File: src/rtl/serial_arith_pkg.sv
// Shared types and sizing helpers for the bit-serial arithmetic blocks.
package serial_arith_pkg;

    typedef enum logic [1:0] {
        IDLE = 2'd0,
        RUN  = 2'd1,
        DONE = 2'd2
    } state_e;

    // Bit-counter width for a WIDTH-bit serial operation (WIDTH >= 2).
    function automatic int unsigned cnt_width(input int unsigned width);
        return $clog2(width);
    endfunction

endpackage

File: src/rtl/serial_subtractor_if.sv
// Start/busy/done handshake plus operand and result bus of the serial subtractor.
interface serial_subtractor_if #(
    parameter int unsigned WIDTH = 8
);
    logic             start;
    logic [WIDTH-1:0] a;
    logic [WIDTH-1:0] b;
    logic             bin;
    logic             busy;
    logic             done;
    logic [WIDTH-1:0] diff;
    logic             bout;

    modport master (
        output start, a, b, bin,
        input  busy, done, diff, bout
    );

    modport slave (
        input  start, a, b, bin,
        output busy, done, diff, bout
    );
endinterface

File: src/rtl/full_subtractor_gate.sv
// 1-bit full subtractor built from gate primitives, same structure as the adder cell.
module full_subtractor_gate (
    input  wire A,
    input  wire B,
    input  wire Bin,
    output wire Diff,
    output wire Bout
);
    wire axb;
    wire na;
    wire nab;
    wire t0;
    wire t1;

    xor g_x0 (axb, A, B);
    xor g_x1 (Diff, axb, Bin);
    not g_n0 (na, A);
    and g_a0 (t0, na, B);
    // Borrow propagates through equal bits.
    not g_n1 (nab, axb);
    and g_a1 (t1, nab, Bin);
    or  g_o0 (Bout, t0, t1);
endmodule

File: src/rtl/serial_subtractor.sv
// Bit-serial WIDTH-bit subtractor: diff = a - b - bin, LSB first, one bit per clock.
module serial_subtractor
    import serial_arith_pkg::*;
#(
    parameter int unsigned WIDTH = 8
) (
    input  logic               clk,
    input  logic               rst_n,
    serial_subtractor_if.slave bus
);
    localparam int unsigned CW = cnt_width(WIDTH);
    localparam logic [CW-1:0] LAST = CW'(WIDTH - 1);

    state_e           state_q, state_d;
    logic [WIDTH-1:0] a_q, a_d;
    logic [WIDTH-1:0] b_q, b_d;
    logic [WIDTH-1:0] res_q, res_d;
    logic [WIDTH-1:0] diff_q, diff_d;
    logic             br_q, br_d;
    logic             bout_q, bout_d;
    logic [CW-1:0]    cnt_q, cnt_d;
    logic             d_bit;
    logic             b_next;

    full_subtractor_gate u_fs (
        .A    (a_q[0]),
        .B    (b_q[0]),
        .Bin  (br_q),
        .Diff (d_bit),
        .Bout (b_next)
    );

    always_comb begin
        state_d = state_q;
        a_d     = a_q;
        b_d     = b_q;
        res_d   = res_q;
        diff_d  = diff_q;
        br_d    = br_q;
        bout_d  = bout_q;
        cnt_d   = cnt_q;

        unique case (state_q)
            IDLE, DONE: begin
                state_d = IDLE;
                if (bus.start) begin
                    state_d = RUN;
                    a_d     = bus.a;
                    b_d     = bus.b;
                    br_d    = bus.bin;
                    cnt_d   = '0;
                end
            end
            RUN: begin
                a_d   = a_q >> 1;
                b_d   = b_q >> 1;
                res_d = {d_bit, res_q[WIDTH-1:1]};
                br_d  = b_next;
                cnt_d = cnt_q + 1'b1;
                // Last bit: publish the result in the same edge it is formed.
                if (cnt_q == LAST) begin
                    state_d = DONE;
                    diff_d  = {d_bit, res_q[WIDTH-1:1]};
                    bout_d  = b_next;
                end
            end
            default: state_d = IDLE;
        endcase
    end

    always_ff @(posedge clk) begin
        if (!rst_n) begin
            state_q <= IDLE;
            a_q     <= '0;
            b_q     <= '0;
            res_q   <= '0;
            diff_q  <= '0;
            br_q    <= 1'b0;
            bout_q  <= 1'b0;
            cnt_q   <= '0;
        end else begin
            state_q <= state_d;
            a_q     <= a_d;
            b_q     <= b_d;
            res_q   <= res_d;
            diff_q  <= diff_d;
            br_q    <= br_d;
            bout_q  <= bout_d;
            cnt_q   <= cnt_d;
        end
    end

    assign bus.busy = (state_q == RUN);
    assign bus.done = (state_q == DONE);
    assign bus.diff = diff_q;
    assign bus.bout = bout_q;
endmodule

File: src/flat_wrapper.sv
// flat-port wrapper written by rule: the top's interface ports become plain ports
module serial_subtractor_flat import serial_arith_pkg::*;
#(
    parameter int unsigned WIDTH = 8
)
  (clk, rst_n, bus_start, bus_a, bus_b, bus_bin, bus_busy, bus_done, bus_diff, bus_bout);
  serial_subtractor_if #(.WIDTH(WIDTH)) bus_i ();
  input  logic clk;
  input  logic rst_n;
  input wire logic [$bits(bus_i.start)-1:0] bus_start;
  input wire logic [$bits(bus_i.a)-1:0] bus_a;
  input wire logic [$bits(bus_i.b)-1:0] bus_b;
  input wire logic [$bits(bus_i.bin)-1:0] bus_bin;
  output wire logic [$bits(bus_i.busy)-1:0] bus_busy;
  output wire logic [$bits(bus_i.done)-1:0] bus_done;
  output wire logic [$bits(bus_i.diff)-1:0] bus_diff;
  output wire logic [$bits(bus_i.bout)-1:0] bus_bout;
  assign bus_i.start = bus_start;
  assign bus_i.a = bus_a;
  assign bus_i.b = bus_b;
  assign bus_i.bin = bus_bin;
  assign bus_busy = bus_i.busy;
  assign bus_done = bus_i.done;
  assign bus_diff = bus_i.diff;
  assign bus_bout = bus_i.bout;
  serial_subtractor #(.WIDTH(WIDTH)) u_core (.clk(clk), .rst_n(rst_n), .bus(bus_i));
endmodule
File: config.mk
export PLATFORM = sky130hd
export DESIGN_NAME = serial_subtractor_flat
export DESIGN_NICKNAME = d
export VERILOG_FILES = /design/src/rtl/serial_arith_pkg.sv /design/src/rtl/serial_subtractor_if.sv /design/src/rtl/full_subtractor_gate.sv /design/src/rtl/serial_subtractor.sv /design/src/flat_wrapper.sv
export SDC_FILE = /design/constraint.sdc
export NUM_CORES = 1
export LEC_CHECK = 0
export BUFFER_PORTS_ARGS = -buffer_cell sky130_fd_sc_hd__buf_2
export CAP_MARGIN = 5
export CORE_ASPECT_RATIO = 0.8
export CORE_MARGIN = 1
export CORE_UTILIZATION = 50
export DETAILED_ROUTE_END_ITERATION = 12
export MAX_ROUTING_LAYER = met4
export PLACE_DENSITY_LB_ADDON = 0.25
export SLEW_MARGIN = 10
export SYNTH_ARGS = -nofsm -noshare
export SYNTH_HDL_FRONTEND = slang
export SYNTH_SLANG_ARGS = --single-unit
File: constraint.sdc
create_clock -name clk -period 1.4 [get_ports clk]
set_input_delay 0.14 -clock clk [delete_from_list [all_inputs] [get_ports clk]]
set_output_delay 0.14 -clock clk [all_outputs]
set_load 0.05 [all_outputs]
### Word-level counts from Yosys, hierarchy flattened

Cells that the tools add are included.

* bits in registers: 39
* input port bits: 20
* output and inout port bits: 11
* logic and storage cells: 37

* $add $sub $neg: 1
* equal/unequal tests: 5
* multiplexer cells: 11
* bitwise logic cells: 7
* reduce and logical (&&, ||, !) cells: 5

Operators by type and width (count)
* $pmux W8 S2: 2
* $mux W8: 2
* $pmux W3 S2: 1
* $pmux W2 S2: 1
* $reduce_and A2 Y1: 2
* $add A3 B1 Y3 const B: 1
* $eq A3 B3 Y1 const B: 1
* $mux W3: 1
* $and A1 B1 Y1: 2
* $eq A2 B1 Y1 const B: 1
* $eq A2 B2 Y1 const B: 1
* $logic_not A2 Y1: 1
* $mux W1: 2
* $mux W2: 1
* $ne A2 B1 Y1 const B: 1
* $ne A2 B2 Y1 const B: 1
* $not A1 Y1: 2
* $pmux W1 S2: 1
* $reduce_bool A2 Y1: 1
* $reduce_or A2 Y1: 1
* $xor A1 B1 Y1: 2
* $or A1 B1 Y1: 1

### Logic depth before layout (Yosys ltp)

* depth in word-level cells: 5
* mapped depth: 6
* depth with buffers taken out: 5

### Hierarchy

A second synthesis with hierarchy kept.

* cells, all modules: 192
* area, all modules: 1676.6 um2

Modules (own cells, without submodules)
* serial_subtractor: instances 1, cells each 188, area each 1645.3 um2, sequential area each 760.7 um2
* full_subtractor_gate: instances 1, cells each 4, area each 31.3 um2, sequential area each 0.0 um2

### Worst setup path before layout

Ideal clock, no wire load.

* path type: reg2reg
* start: reg u_core.cnt_q[0]
* end: reg u_core.state_q[0]
* library setup time: 0.128 ns
* arrival: 1.124 ns
* data required time: 1.272 ns
* slack: 0.149 ns
* stages on the path, launching flop included: 6
* buffers on the path: 1
* period minus slack after synthesis: 1.251 ns
* cells stage by stage: dfxtp_1 ha_1 ha_1 buf_1 o21a_1 nor2_1

* word-level cells in the longest chain between the ends: 2

Ends and longest elaborated chain
* start, declared: line serial_subtractor.sv:21 `logic [CW-1:0] cnt_q, cnt_d;`
* start signal, assigned: line serial_subtractor.sv:89 `cnt_q <= cnt_d;`
* $eq A3 B3 Y1: line serial_subtractor.sv:61 `if (cnt_q == LAST) begin`
* $ne A2 B1 Y1 (no source line)
* end signal, assigned: line serial_subtractor.sv:82 `state_q <= state_d;`
* end, declared: line serial_subtractor.sv:14 `state_e state_q, state_d;`

No other way between the ends.
A chain may end at the register's enable or synchronous reset.

### Final worst setup path

* start: reg u_core.state_q[1]
* end: out bus_busy

* word-level cells in the longest chain between the ends: 1

Ends and longest elaborated chain
* $eq A2 B1 Y1: line serial_subtractor.sv:93 `assign bus.busy = (state_q == RUN);`
* end, declared: line flat_wrapper.sv:14 `output wire logic [$bits(bus_i.busy)-1:0] bus_busy;`

No other way between the ends.

==> results.json <==
{
  "status": "completed",
  "antenna_cells": 0,
  "wl_um": 3130,
  "max_freq_mhz": 751,
  "clk_latency_ns": 0.29,
  "chipWidth_um": 63.8,
  "clk_pin_slew_ns": 0.07,
  "cts_max_level": 2,
  "fin_setup_tns_ns": 0,
  "relSlewSlack_pct": 76.2,
  "final_common_cell": "nand2_1",
  "grt_pass1_wl_um": 5330,
  "critical_path.max_fanout": 21,
  "hold_end": "u_core.b_q[7]",
  "start_kind": "register",
  "worst-r2r-setup-slack_ns": 0.11,
  "avgRoutedWirePerCell_um": 12.2,
  "clk_path_buf_depth": 2,
  "peakVddDrop_uv": 722,
  "synth.yosys.seq_area_share_pct": 49.8,
  "grt_overflow": 0,
  "syn2layout_area_growth_pct": 18.7,
  "grt_antenna_before_repair": 0,
  "vias_per_cell": 5.28,
  "final-max-slew-violation-count": 0,
  "syn_area_mm2": 0.00153,
  "ctsHoldBuffers": 0,
  "hold_class": "in2reg",
  "vias": 1358,
  "hold_violations": 0,
  "rows": 17,
  "core_mm2": 0.00283,
  "cap_viol_max_count": 0,
  "fp.dieArea_mm2": 0.00328,
  "crit_path_end_kind": "output port",
  "synth_nets": 212,
  "r2r_start": "u_core.cnt_q[0]",
  "r2r_cells": 5,
  "gp_congestion": 0.749,
  "powerDensity_mw_per_mm2": 1170,
  "yosysUniqueCellTypes": 23,
  "arrival_ns": 1.19,
  "dpl.hpwl_um": 2140,
  "fin_skew_ns": 0.00439,
  "drive_above_1_share_pct": 21.9,
  "grt_max_degree": 44,
  "crit_required_ns": 1.26,
  "ant_nets": 0,
  "min_path_cells": 3,
  "path_class": "reg2out",
  "port_buffers": 30,
  "avgSynthCellArea_um2": 8.08,
  "rsz0062_at_grt": "false",
  "p_leak_nw": 0.719,
  "cts_tree": "built",
  "worstMarginPinSlew_ns": 0.357,
  "numCtsBuffers": 5,
  "min_period_over_period_pct": 95.1,
  "most-common-layout-cells": "nand2_1 (54), dfxtp_1 (37), buf_2 (29)",
  "layoutNonFillerInstCount": 257,
  "root_buffer": "clkbuf_8",
  "fin_nets": 242,
  "ys_seq_elements": 38,
  "numClockSinks": 38,
  "dr.first_iter.drc_count": 66,
  "fin_crit_ns": 1.33,
  "io_pins": 31,
  "r2r-end": "u_core.bus.bout",
  "setup_viol": 0,
  "postSynthCellCount": 189,
  "drc": 0,
  "start_util_pct": 54.0,
  "grt_usage_pct": 22.8,
  "die_y_um": 51.4,
  "holdCritStartpoint": "bus_b[7]",
  "grt_pass1_vias": 1226,
  "drt-pass1-iter-count": 4,
  "placed_cells": 249,
  "synth-warning-count": 0
}
-- what timing repair did --
action | CTS | global route
resized for setup | 3 | 1
setup buffers | 0 | 1
setup endpoints to repair | 1 | 9
-- metal layers --
metal	GRT usage, %	vias up	wire length [um]
met1	25.5	630	1470
met4	9.09	0	40
li1	-	698	-
met3	9.15	5	149
met5	-	-	0
met2	36.5	25	1470
-- where the power goes --
part           switching (mW)  leakage [nW]  internal, mW
Clock                   0.350        0.0383         0.342
Sequential             0.0292         0.310          1.14
Combinational           0.155         0.371         0.108
Total                   0.534         0.719          1.59
-- worst max-delay path: stages (launching register included) --
cell and delay, ns:
dfxtp_1 0.31, nand2b_2 0.22, clkinv_4 0.15, buf_4 0.22
-- cells by family after synthesis --
logic type	count (synthesis)	synth area share [%]
buffers and inverters	19	6.55
AO/OA/AOI/OAI	53	19.8
adder cells (fa/ha/maj)	3	2.95
AND/OR/NAND/NOR	76	20.9
flip-flops	38	49.8
-- worst max path at each step --
stage | from | to | cells past startpoint
after floorplan | u_core.cnt_q[0] | u_core.state_q[0] | 5
after global placement | u_core.state_q[1] | bus_busy | 3
after detailed placement | u_core.cnt_q[0] | u_core.bus.diff[6] | 5
after CTS | u_core.state_q[1] | bus_busy | 3
after global routing | u_core.state_q[1] | bus_busy | 3
final | u_core.state_q[1] | bus_busy | 3
-- final cells by class --
| cell class | count | area (um^2) |
|---|---|---|
| inverter | 4 | 20.0 |
| clock buffer | 7 | 76.3 |
| multi-input combinational | 132 | 669 |
| tap | 38 | 47.5 |
| fill | 249 | 1020 |
| sequential | 38 | 762 |
| timing repair buffer | 38 | 238 |
-- cell usage after synthesis --
cell	number	share of area [%]
nand2_1	54	13
ha_1	2	1.6
buf_2	7	2.3
nand2b_1	3	1.2
a21oi_2	1	0.57
fa_1	1	1.3
clkbuf_1	4	0.98
dfxtp_1	38	50
buf_1	1	0.25
o21a_1	1	0.49
o21ai_0	14	4.6
nor2b_1	2	0.82
clkinv_2	1	0.33
a2bb2oi_1	1	0.57
a31oi_1	14	5.7
inv_1	3	0.74
nor2_1	2	0.49
buf_4	1	0.49
nand3_1	14	4.6
nand3b_1	1	0.49
a311oi_2	1	0.98
buf_6	2	1.5
a21oi_1	21	6.9
-- metrics by stage --
| stage | total power [mW] | instance area (um^2) | utilization, % | hold slack, ns | setup slack, ns |
|---|---|---|---|---|---|
| floorplan | 1.37 | 1530 | - | 0.276 | 0.149 |
| global placement | 1.44 | 1720 | 60.8 | 0.384 | 0.181 |
| detailed placement | 1.45 | 1720 | 60.8 | 0.393 | 0.0773 |
| CTS | 2.14 | 1800 | 63.8 | 0.0845 | 0.0542 |
| global route | 2.22 | 1810 | 64.1 | 0.101 | 0.000961 |
| finish | 2.12 | 1810 | 64.1 | 0.0907 | 0.0690 |
-- flip-flops by register name, indices dropped and copies added (netlist names) --
| name | cells |
|---|---|
| u_core.a_q | 8 |
| u_core.b_q | 8 |
| u_core.bus.diff | 8 |
| u_core.res_q | 7 |
| u_core.cnt_q | 3 |
| u_core.state_q | 2 |
| u_core.br_q | 1 |
| u_core.bus.bout | 1 |
(Power assumes the default switching activity.)
